--- config.mk ---
export PLATFORM = sky130hd
export DESIGN_NAME = uart_tx_param_flat
export DESIGN_NICKNAME = d
export VERILOG_FILES = /design/src/rtl/uart_tx_param_pkg.sv /design/src/rtl/uart_tx_param_if.sv /design/src/rtl/uart_baud_cnt.sv /design/src/rtl/uart_tx_param.sv /design/src/flat_wrapper.sv
export SDC_FILE = /design/constraint.sdc
export NUM_CORES = 1
export LEC_CHECK = 0
export CAP_MARGIN = 20
export CORE_ASPECT_RATIO = 1.2
export CORE_MARGIN = 10
export CORE_UTILIZATION = 45
export DETAILED_ROUTE_END_ITERATION = 10
export PLACE_DENSITY = 0.77
export SYNTH_ARGS = -nofsm -noshare
export SYNTH_HDL_FRONTEND = slang
export SYNTH_HIERARCHICAL = 1
export SYNTH_SLANG_ARGS = --single-unit
export TNS_END_PERCENT = 30
--- constraint.sdc ---
create_clock -name clk -period 2.2 [get_ports clk]
set_input_delay 0.22 -clock clk [delete_from_list [all_inputs] [get_ports clk]]
set_output_delay 0.22 -clock clk [all_outputs]
set_load 0.05 [all_outputs]
--- src/rtl/uart_tx_param_pkg.sv ---
// Shared UART definitions: parity mode codes, transmitter state encoding and
// the parity-bit rule, common to the TX and future RX sides.
package uart_tx_param_pkg;

  localparam int PAR_NONE  = 0;
  localparam int PAR_EVEN  = 1;
  localparam int PAR_ODD   = 2;
  localparam int PAR_MARK  = 3;
  localparam int PAR_SPACE = 4;

  typedef enum logic [2:0] {
    ST_IDLE,
    ST_START,
    ST_DATA,
    ST_PARITY,
    ST_STOP
  } tx_state_t;

  // data_xor is the XOR-reduction of the latched data word
  function automatic logic parity_bit(int mode, logic data_xor);
    case (mode)
      PAR_EVEN: return data_xor;
      PAR_ODD:  return ~data_xor;
      PAR_MARK: return 1'b1;
      default:  return 1'b0;
    endcase
  endfunction

endpackage

--- src/rtl/uart_tx_param_if.sv ---
// Word-side handshake plus serial line and status of the UART transmitter.
interface uart_tx_param_if #(
  parameter int DATA_W = 8
);
  logic              tx_valid;
  logic [DATA_W-1:0] tx_data;
  logic              tx_ready;
  logic              txd;
  logic              busy;

  modport master (output tx_valid, tx_data, input tx_ready, txd, busy);
  modport slave  (input tx_valid, tx_data, output tx_ready, txd, busy);
endinterface

--- src/rtl/uart_baud_cnt.sv ---
// Baud-interval counter: counts 0..CLKS_PER_BIT-1, flags the last cycle of a bit
// (bit_end) and the cycle before it (pre_end).
module uart_baud_cnt #(
  parameter int CLKS_PER_BIT = 16
) (
  input  logic clk,
  input  logic nrst,
  input  logic clr,
  output logic bit_end,
  output logic pre_end
);

  localparam int CW = $clog2(CLKS_PER_BIT);

  logic [CW-1:0] cnt;

  always_ff @(posedge clk or negedge nrst) begin
    if (!nrst) begin
      cnt <= '0;
    end else if (clr || bit_end) begin
      cnt <= '0;
    end else begin
      cnt <= cnt + 1'b1;
    end
  end

  assign bit_end = (cnt == CW'(CLKS_PER_BIT - 1));
  assign pre_end = (cnt == CW'(CLKS_PER_BIT - 2));

endmodule

--- src/rtl/uart_tx_param.sv ---
// Parametrised UART transmitter: start bit, DATA_W data bits, optional parity,
// 1 or 2 stop bits; valid/ready word input with gap-free back-to-back frames.
module uart_tx_param
  import uart_tx_param_pkg::*;
#(
  parameter int DATA_W       = 8,
  parameter int CLKS_PER_BIT = 16,
  parameter int PARITY       = PAR_NONE,
  parameter int STOP_BITS    = 1,
  parameter int LSB_FIRST    = 1
) (
  input logic           clk,
  input logic           nrst,
  uart_tx_param_if.slave tx
);

  if (PARITY < PAR_NONE || PARITY > PAR_SPACE) begin : g_bad_parity
    $error("uart_tx_param: PARITY must be 0..4");
  end
  if (STOP_BITS != 1 && STOP_BITS != 2) begin : g_bad_stop
    $error("uart_tx_param: STOP_BITS must be 1 or 2");
  end
  if (DATA_W < 5 || DATA_W > 9) begin : g_bad_width
    $error("uart_tx_param: DATA_W must be 5..9");
  end
  if (CLKS_PER_BIT < 2) begin : g_bad_cpb
    $error("uart_tx_param: CLKS_PER_BIT must be >= 2");
  end

  localparam int BW = $clog2(DATA_W);
  localparam logic [BW-1:0] LAST_BIT = BW'(DATA_W - 1);

  tx_state_t         state;
  logic [DATA_W-1:0] shreg;
  logic [BW-1:0]     bit_cnt;
  logic              stop_cnt;
  logic              par;
  logic              txd_q;
  logic              ready_q;
  logic              busy_q;

  logic              bit_end;
  logic              pre_end;
  logic              accept;
  logic              last_stop;
  logic              front;
  logic [DATA_W-1:0] shifted;

  // Counter is held at zero in IDLE; every other state entry happens on bit_end,
  // where the counter wraps to zero by itself.
  uart_baud_cnt #(
    .CLKS_PER_BIT(CLKS_PER_BIT)
  ) u_baud (
    .clk    (clk),
    .nrst   (nrst),
    .clr    (state == ST_IDLE),
    .bit_end(bit_end),
    .pre_end(pre_end)
  );

  assign accept    = tx.tx_valid && ready_q;
  assign last_stop = (STOP_BITS == 1) || stop_cnt;
  assign front     = (LSB_FIRST != 0) ? shreg[0] : shreg[DATA_W-1];
  assign shifted   = (LSB_FIRST != 0) ? {1'b0, shreg[DATA_W-1:1]}
                                      : {shreg[DATA_W-2:0], 1'b0};

  always_ff @(posedge clk or negedge nrst) begin
    if (!nrst) begin
      state    <= ST_IDLE;
      shreg    <= '0;
      bit_cnt  <= '0;
      stop_cnt <= 1'b0;
      par      <= 1'b0;
      txd_q    <= 1'b1;
      ready_q  <= 1'b0;
      busy_q   <= 1'b0;
    end else begin
      ready_q <= 1'b0;
      case (state)
        ST_IDLE: begin
          if (accept) begin
            shreg  <= tx.tx_data;
            par    <= parity_bit(PARITY, ^tx.tx_data);
            state  <= ST_START;
            txd_q  <= 1'b0;
            busy_q <= 1'b1;
          end else begin
            ready_q <= 1'b1;
          end
        end
        ST_START: begin
          if (bit_end) begin
            state   <= ST_DATA;
            txd_q   <= front;
            shreg   <= shifted;
            bit_cnt <= '0;
          end
        end
        ST_DATA: begin
          if (bit_end) begin
            if (bit_cnt == LAST_BIT) begin
              if (PARITY != PAR_NONE) begin
                state <= ST_PARITY;
                txd_q <= par;
              end else begin
                state    <= ST_STOP;
                txd_q    <= 1'b1;
                stop_cnt <= 1'b0;
              end
            end else begin
              bit_cnt <= bit_cnt + 1'b1;
              txd_q   <= front;
              shreg   <= shifted;
            end
          end
        end
        ST_PARITY: begin
          if (bit_end) begin
            state    <= ST_STOP;
            txd_q    <= 1'b1;
            stop_cnt <= 1'b0;
          end
        end
        ST_STOP: begin
          // ready is registered, so it is raised one cycle ahead of the last stop cycle
          if (bit_end) begin
            if (!last_stop) begin
              stop_cnt <= 1'b1;
            end else if (accept) begin
              shreg <= tx.tx_data;
              par   <= parity_bit(PARITY, ^tx.tx_data);
              state <= ST_START;
              txd_q <= 1'b0;
            end else begin
              state   <= ST_IDLE;
              busy_q  <= 1'b0;
              ready_q <= 1'b1;
            end
          end else if (pre_end && last_stop) begin
            ready_q <= 1'b1;
          end
        end
        default: begin
          state  <= ST_IDLE;
          txd_q  <= 1'b1;
          busy_q <= 1'b0;
        end
      endcase
    end
  end

  assign tx.tx_ready = ready_q;
  assign tx.txd      = txd_q;
  assign tx.busy     = busy_q;

endmodule

--- src/flat_wrapper.sv ---
// flat-port wrapper written by rule: the top's interface ports become plain ports
module uart_tx_param_flat import uart_tx_param_pkg::*;
#(
  parameter int DATA_W       = 8,
  parameter int CLKS_PER_BIT = 16,
  parameter int PARITY       = PAR_NONE,
  parameter int STOP_BITS    = 1,
  parameter int LSB_FIRST    = 1
)
  (clk, nrst, tx_tx_valid, tx_tx_data, tx_tx_ready, tx_txd, tx_busy);
  uart_tx_param_if #(.DATA_W(DATA_W)) tx_i ();
  input logic clk;
  input logic nrst;
  input wire logic [$bits(tx_i.tx_valid)-1:0] tx_tx_valid;
  input wire logic [$bits(tx_i.tx_data)-1:0] tx_tx_data;
  output wire logic [$bits(tx_i.tx_ready)-1:0] tx_tx_ready;
  output wire logic [$bits(tx_i.txd)-1:0] tx_txd;
  output wire logic [$bits(tx_i.busy)-1:0] tx_busy;
  assign tx_i.tx_valid = tx_tx_valid;
  assign tx_i.tx_data = tx_tx_data;
  assign tx_tx_ready = tx_i.tx_ready;
  assign tx_txd = tx_i.txd;
  assign tx_busy = tx_i.busy;
  uart_tx_param #(.DATA_W(DATA_W), .CLKS_PER_BIT(CLKS_PER_BIT), .PARITY(PARITY), .STOP_BITS(STOP_BITS), .LSB_FIRST(LSB_FIRST)) u_core (.clk(clk), .nrst(nrst), .tx(tx_i));
endmodule
==> run summary <==
The post-layout instance count excluding filler cells came out at 162. The total number of vias came out at 869. Summing the areas of all xor and xnor instances in the mapped netlist gives 1.433% of the synthesized area. Setup total negative slack on the finished layout was measured at 0 ns.

The top-level I/O count came out at 14. In the global route stage, met1 resource usage came out at 10.24%. The maximum clock rate came out at 498.2 MHz. The number of antenna violations at the first check in global routing is 0.

The finished cells cover 1411 um^2. The post-route antenna net violation count came out at 0. The top fanout value on the critical path is 11. The post-synth design cell area is 1222 um^2.

The transition time at the pin with the least slew margin is 0.5017 ns. The first-pass iteration count of the detailed router came out at 4. Registers are responsible for 37.3% of the overall power. The later pin in the worst-skew pair is clocked with a latency of 0.31 ns. The number of antenna diodes in the final layout is 0. On the final layout, the worst clock skew is 0.008313 ns. Cells fill 54.76% of the core in the end. The H-tree level count came out at 1. Dividing the detail-routed wire length by the instance count gives 14.60 um. The buffers inserted during post-CTS setup optimization is 0. The relative area change from synthesis to final layout came out at 15.46%.

The share of final-layout standard cells stronger than drive strength 1 is 20.93%. The gate count of the mapped netlist is 114. The worst setup path is launched from a flip-flop. Clock-pin slew was measured on the worst setup and hold paths at 0.12 ns. For this block, the initial DRC count from the detailed router was 38. The switching component of the power is 620.4 uW. The post-route fraction of the period consumed by the critical path is 91.24%. For this run, the total global-route usage over all layers was measured as 9.527%. The total number of yosys warnings is 6. For this design the ratio of total power to cell area is 1192 nW/um^2. At the worst endpoint, the arrival time is 2.21 ns. The critical path is of the reg -> reg type. The switching share of power came out at 36.86%.

Of the synthesized area, sequential elements account for 43.09%. The number of instances in the placed design is 158. The average vias per placed instance is 5.364. Summed over all nets, the half-perimeter wirelength after detailed placement is 1.757 mm. The routing usage on met2 is 16.01%. The net count of the finished layout is 146. In this run the horizontal extent of the chip is 67.58 um.

The synthesized netlist devotes 5.118% of its cell area to adder and majority cells. met2 is the most crowded layer. Setup repair after global routing left no endpoint under its margin.

The longest clock path from root to sink contains 2 buffers. The smallest clock period supported by the final layout is computed as 2.007 ns. The floorplan step defined a die boundary enclosing 5210 um^2. The standard-cell row count came out at 20. The fraction of the mapped netlist area in simple logic gates came out at 16.38%. The final estimated routing congestion in global placement came out at 0.8884.

The mux share of post-synthesis cell area is 19.96%. The flow ran to the end, and the final reports show no timing, DRC or antenna violations. The overall die height is 77.10 um. The number of global-route vias before repair came to 928. The CTS buffer count came out at 3. The synthesized netlist devotes 10.24% of its cell area to compound gates. The detailed-route wire length came out at 2.366 mm. The remaining routing DRC violations came out at 0. In this run the worst hold path is classified as in -> async. The number of nets handed over by synthesis was 130. The tightest hold path in the finished design has a slack of 0.2277 ns. The global routing met3 resource utilization is 2.326%. The core area came out at 2577 um^2. The area after detailed placement came out at 1385 um^2. TritonCTS built the clock tree. The number of failing hold endpoints at the final stage came out at 0. The endpoint identified for the worst register-to-register timing path is u_core/shreg[5]. In this run the tightest slew margin relative to its limit is 66.45%. At the worst endpoint, the required time is 2.40 ns. The depth of the worst register-to-register path came out at 6. Across the VDD grid, the largest voltage drop is 0.6135 mV. Per report_power, the combinational group accounts for 51.4% of the total. The static power due to leakage is 0.0006206 uW.

By area, the combinational part of the netlist is dominated by multiplexers. The worst setup path is captured at a flip-flop. The number of input and output port buffers inserted came out at 13. The initial core utilization came out at 47.43%. In this run, distinct cell masters in the synthesized netlist total 35. In this run, the clock network consumes 11.4% of the power.

Entering global routing, the biggest net connects 22 pins. The internal reg-to-reg setup slack came out at 0.19 ns. The post-synthesis register bit count is 21. The residual overflow from global routing is 0. Counting every sink on the clock net gives 21. The internal power came out at 1063 uW. The final setup violation count came out at 0. The reg-to-reg startpoint is u_core/u_baud/cnt[0]. The count of pins over their slew limit is 0.

The first-pass GRT wire length is 3.995 mm. The total of max-cap violations is 0. The mean instance size in the synthesized netlist is 10.72 um^2. CTS placed an instance of sky130_fd_sc_hd__clkbuf_4 at the clock tree root.
==> power by group through the flow <==
stage          sequential [uW]  clock [uW]  combinational [uW]
2_1_floorplan              673           0                 657
3_3_place_gp               624           0                 837
3_5_place_dp               631           0                 875
4_1_cts                    628         196                 875
5_1_grt                    648         204                 944
6_report                   627         191                 865
==> placed cells by master, fill, tap and decap left out, types with 2 or more instances in the layout <==
master and count:
sky130_fd_sc_hd__dfrtp_1 20, sky130_fd_sc_hd__clkdlybuf4s50_1 13, sky130_fd_sc_hd__nor2_1 9, sky130_fd_sc_hd__nand2_1 8, sky130_fd_sc_hd__mux2_2 8, sky130_fd_sc_hd__mux2_4 8, sky130_fd_sc_hd__o21ai_0 7, sky130_fd_sc_hd__a21oi_1 6
sky130_fd_sc_hd__ha_1 5, sky130_fd_sc_hd__inv_1 4, sky130_fd_sc_hd__nor2b_1 4, sky130_fd_sc_hd__clkbuf_4 3, sky130_fd_sc_hd__mux2_1 3, sky130_fd_sc_hd__buf_4 3, sky130_fd_sc_hd__nor3_1 2, sky130_fd_sc_hd__nand2b_1 2
sky130_fd_sc_hd__nor3b_1 2, sky130_fd_sc_hd__xnor2_1 2, sky130_fd_sc_hd__nand3_1 2
==> logic make-up (layout without fill, tap and decap cells) <==
logic type / count (synthesis) / after routing
AND/OR/NAND/NOR: 37 / 37
AO/OA/AOI/OAI: 21 / 21
flip-flops: 21 / 21
multiplexers: 19 / 19
buffers and inverters: 9 / 24
adder cells (fa/ha/maj): 5 / 5
XOR/XNOR: 2 / 2
==> cell usage after synthesis <==
master                      n  share of area [%]
sky130_fd_sc_hd__a211oi_1   1               0.61
sky130_fd_sc_hd__a21boi_1   1               0.61
sky130_fd_sc_hd__a21oi_1    6                2.5
sky130_fd_sc_hd__a22o_1     1               0.72
sky130_fd_sc_hd__a31oi_1    1               0.51
sky130_fd_sc_hd__a32oi_1    1               0.72
sky130_fd_sc_hd__and3_1     1               0.51
sky130_fd_sc_hd__and3_4     1               0.92
sky130_fd_sc_hd__buf_2      4                1.6
sky130_fd_sc_hd__buf_6      1               0.92
sky130_fd_sc_hd__dfrtp_1   20                 41
sky130_fd_sc_hd__dfstp_2    1                2.1
sky130_fd_sc_hd__ha_1       5                5.1
sky130_fd_sc_hd__inv_1      4                1.2
sky130_fd_sc_hd__mux2_1     3                2.8
sky130_fd_sc_hd__mux2_2     8                7.4
sky130_fd_sc_hd__mux2_4     8                9.8
sky130_fd_sc_hd__nand2_1    8                2.5
sky130_fd_sc_hd__nand2b_1   2                1.0
sky130_fd_sc_hd__nand3_1    2               0.82
sky130_fd_sc_hd__nand3b_1   1               0.61
sky130_fd_sc_hd__nand4b_1   1               0.72
sky130_fd_sc_hd__nor2_1     9                2.8
sky130_fd_sc_hd__nor2_2     1               0.51
sky130_fd_sc_hd__nor2_4     1               0.92
sky130_fd_sc_hd__nor2b_1    4                2.0
sky130_fd_sc_hd__nor3_1     2               0.82
sky130_fd_sc_hd__nor3b_1    2                1.2
sky130_fd_sc_hd__o211a_1    1               0.82
sky130_fd_sc_hd__o21ai_0    7                2.9
sky130_fd_sc_hd__o21ai_1    1               0.41
sky130_fd_sc_hd__o22ai_1    1               0.51
sky130_fd_sc_hd__or2_1      1               0.51
sky130_fd_sc_hd__or3_1      1               0.51
sky130_fd_sc_hd__xnor2_1    2                1.4
==> flip-flops by register name, indices dropped and copies added (netlist names) <==
signal / flops
u_core/tx.txd: 1
u_core/shreg: 8
u_core/tx.busy: 1
u_core/tx.tx_ready: 1
u_core/state: 3
u_core/bit_cnt: 3
u_core/u_baud/cnt: 4
==> worst max-delay path, stage by stage (launching register included) <==
cell and delay [ns]:
sky130_fd_sc_hd__dfrtp_1 0.44, sky130_fd_sc_hd__ha_1 0.24, sky130_fd_sc_hd__and3_4 0.27, sky130_fd_sc_hd__nand3_1 0.09, sky130_fd_sc_hd__a21boi_1 0.15, sky130_fd_sc_hd__o211a_2 0.38
sky130_fd_sc_hd__mux2_4 0.33
==> layout make-up <==
type | instances | area (um^2)
multi-input cells | 84 | 649.4
flip-flops and latches | 21 | 526.8
clock buffers | 4 | 26.28
inverters | 4 | 15.01
fillers | 221 | 1166
well taps | 33 | 41.29
repair buffers | 16 | 152.6
==> metal layers <==
metal | share of wire (%) | wire length, um | up-vias
li1 | - | - | 427
met1 | 43 | 1024 | 418
met2 | 49 | 1160 | 19
met3 | 5.4 | 128 | 5
met4 | 2.2 | 53 | 0
met5 | 0 | 0 | -
==> repair_timing <==
item,CTS,global route
gates resized for setup,0,1
hold buffers,0,0
endpoints found under the setup margin,0,8
==> how the worst max path moves through the flow <==
stage / slack [ns] / cells past startpoint / to / from
floorplan: 0.31 / 8 / u_core/shreg[0] / u_core/u_baud/cnt[0]
global placement: 0.23 / 6 / u_core/shreg[4] / u_core/u_baud/cnt[0]
detailed placement: 0.13 / 6 / u_core/shreg[5] / u_core/u_baud/cnt[0]
CTS: 0.11 / 6 / u_core/shreg[5] / u_core/u_baud/cnt[0]
global route: 0.05 / 6 / u_core/shreg[1] / u_core/u_baud/cnt[1]
finish: 0.19 / 6 / u_core/shreg[5] / u_core/u_baud/cnt[0]
==> stage by stage <==
stage	power (uW)	setup slack, ns
2_1_floorplan	1330	0.3110
3_3_place_gp	1461	0.2262
3_5_place_dp	1506	0.1258
4_1_cts	1698	0.1051
5_1_grt	1796	0.05084
6_report	1683	0.1928
Note: power is estimated with default switching activity, not from simulation.
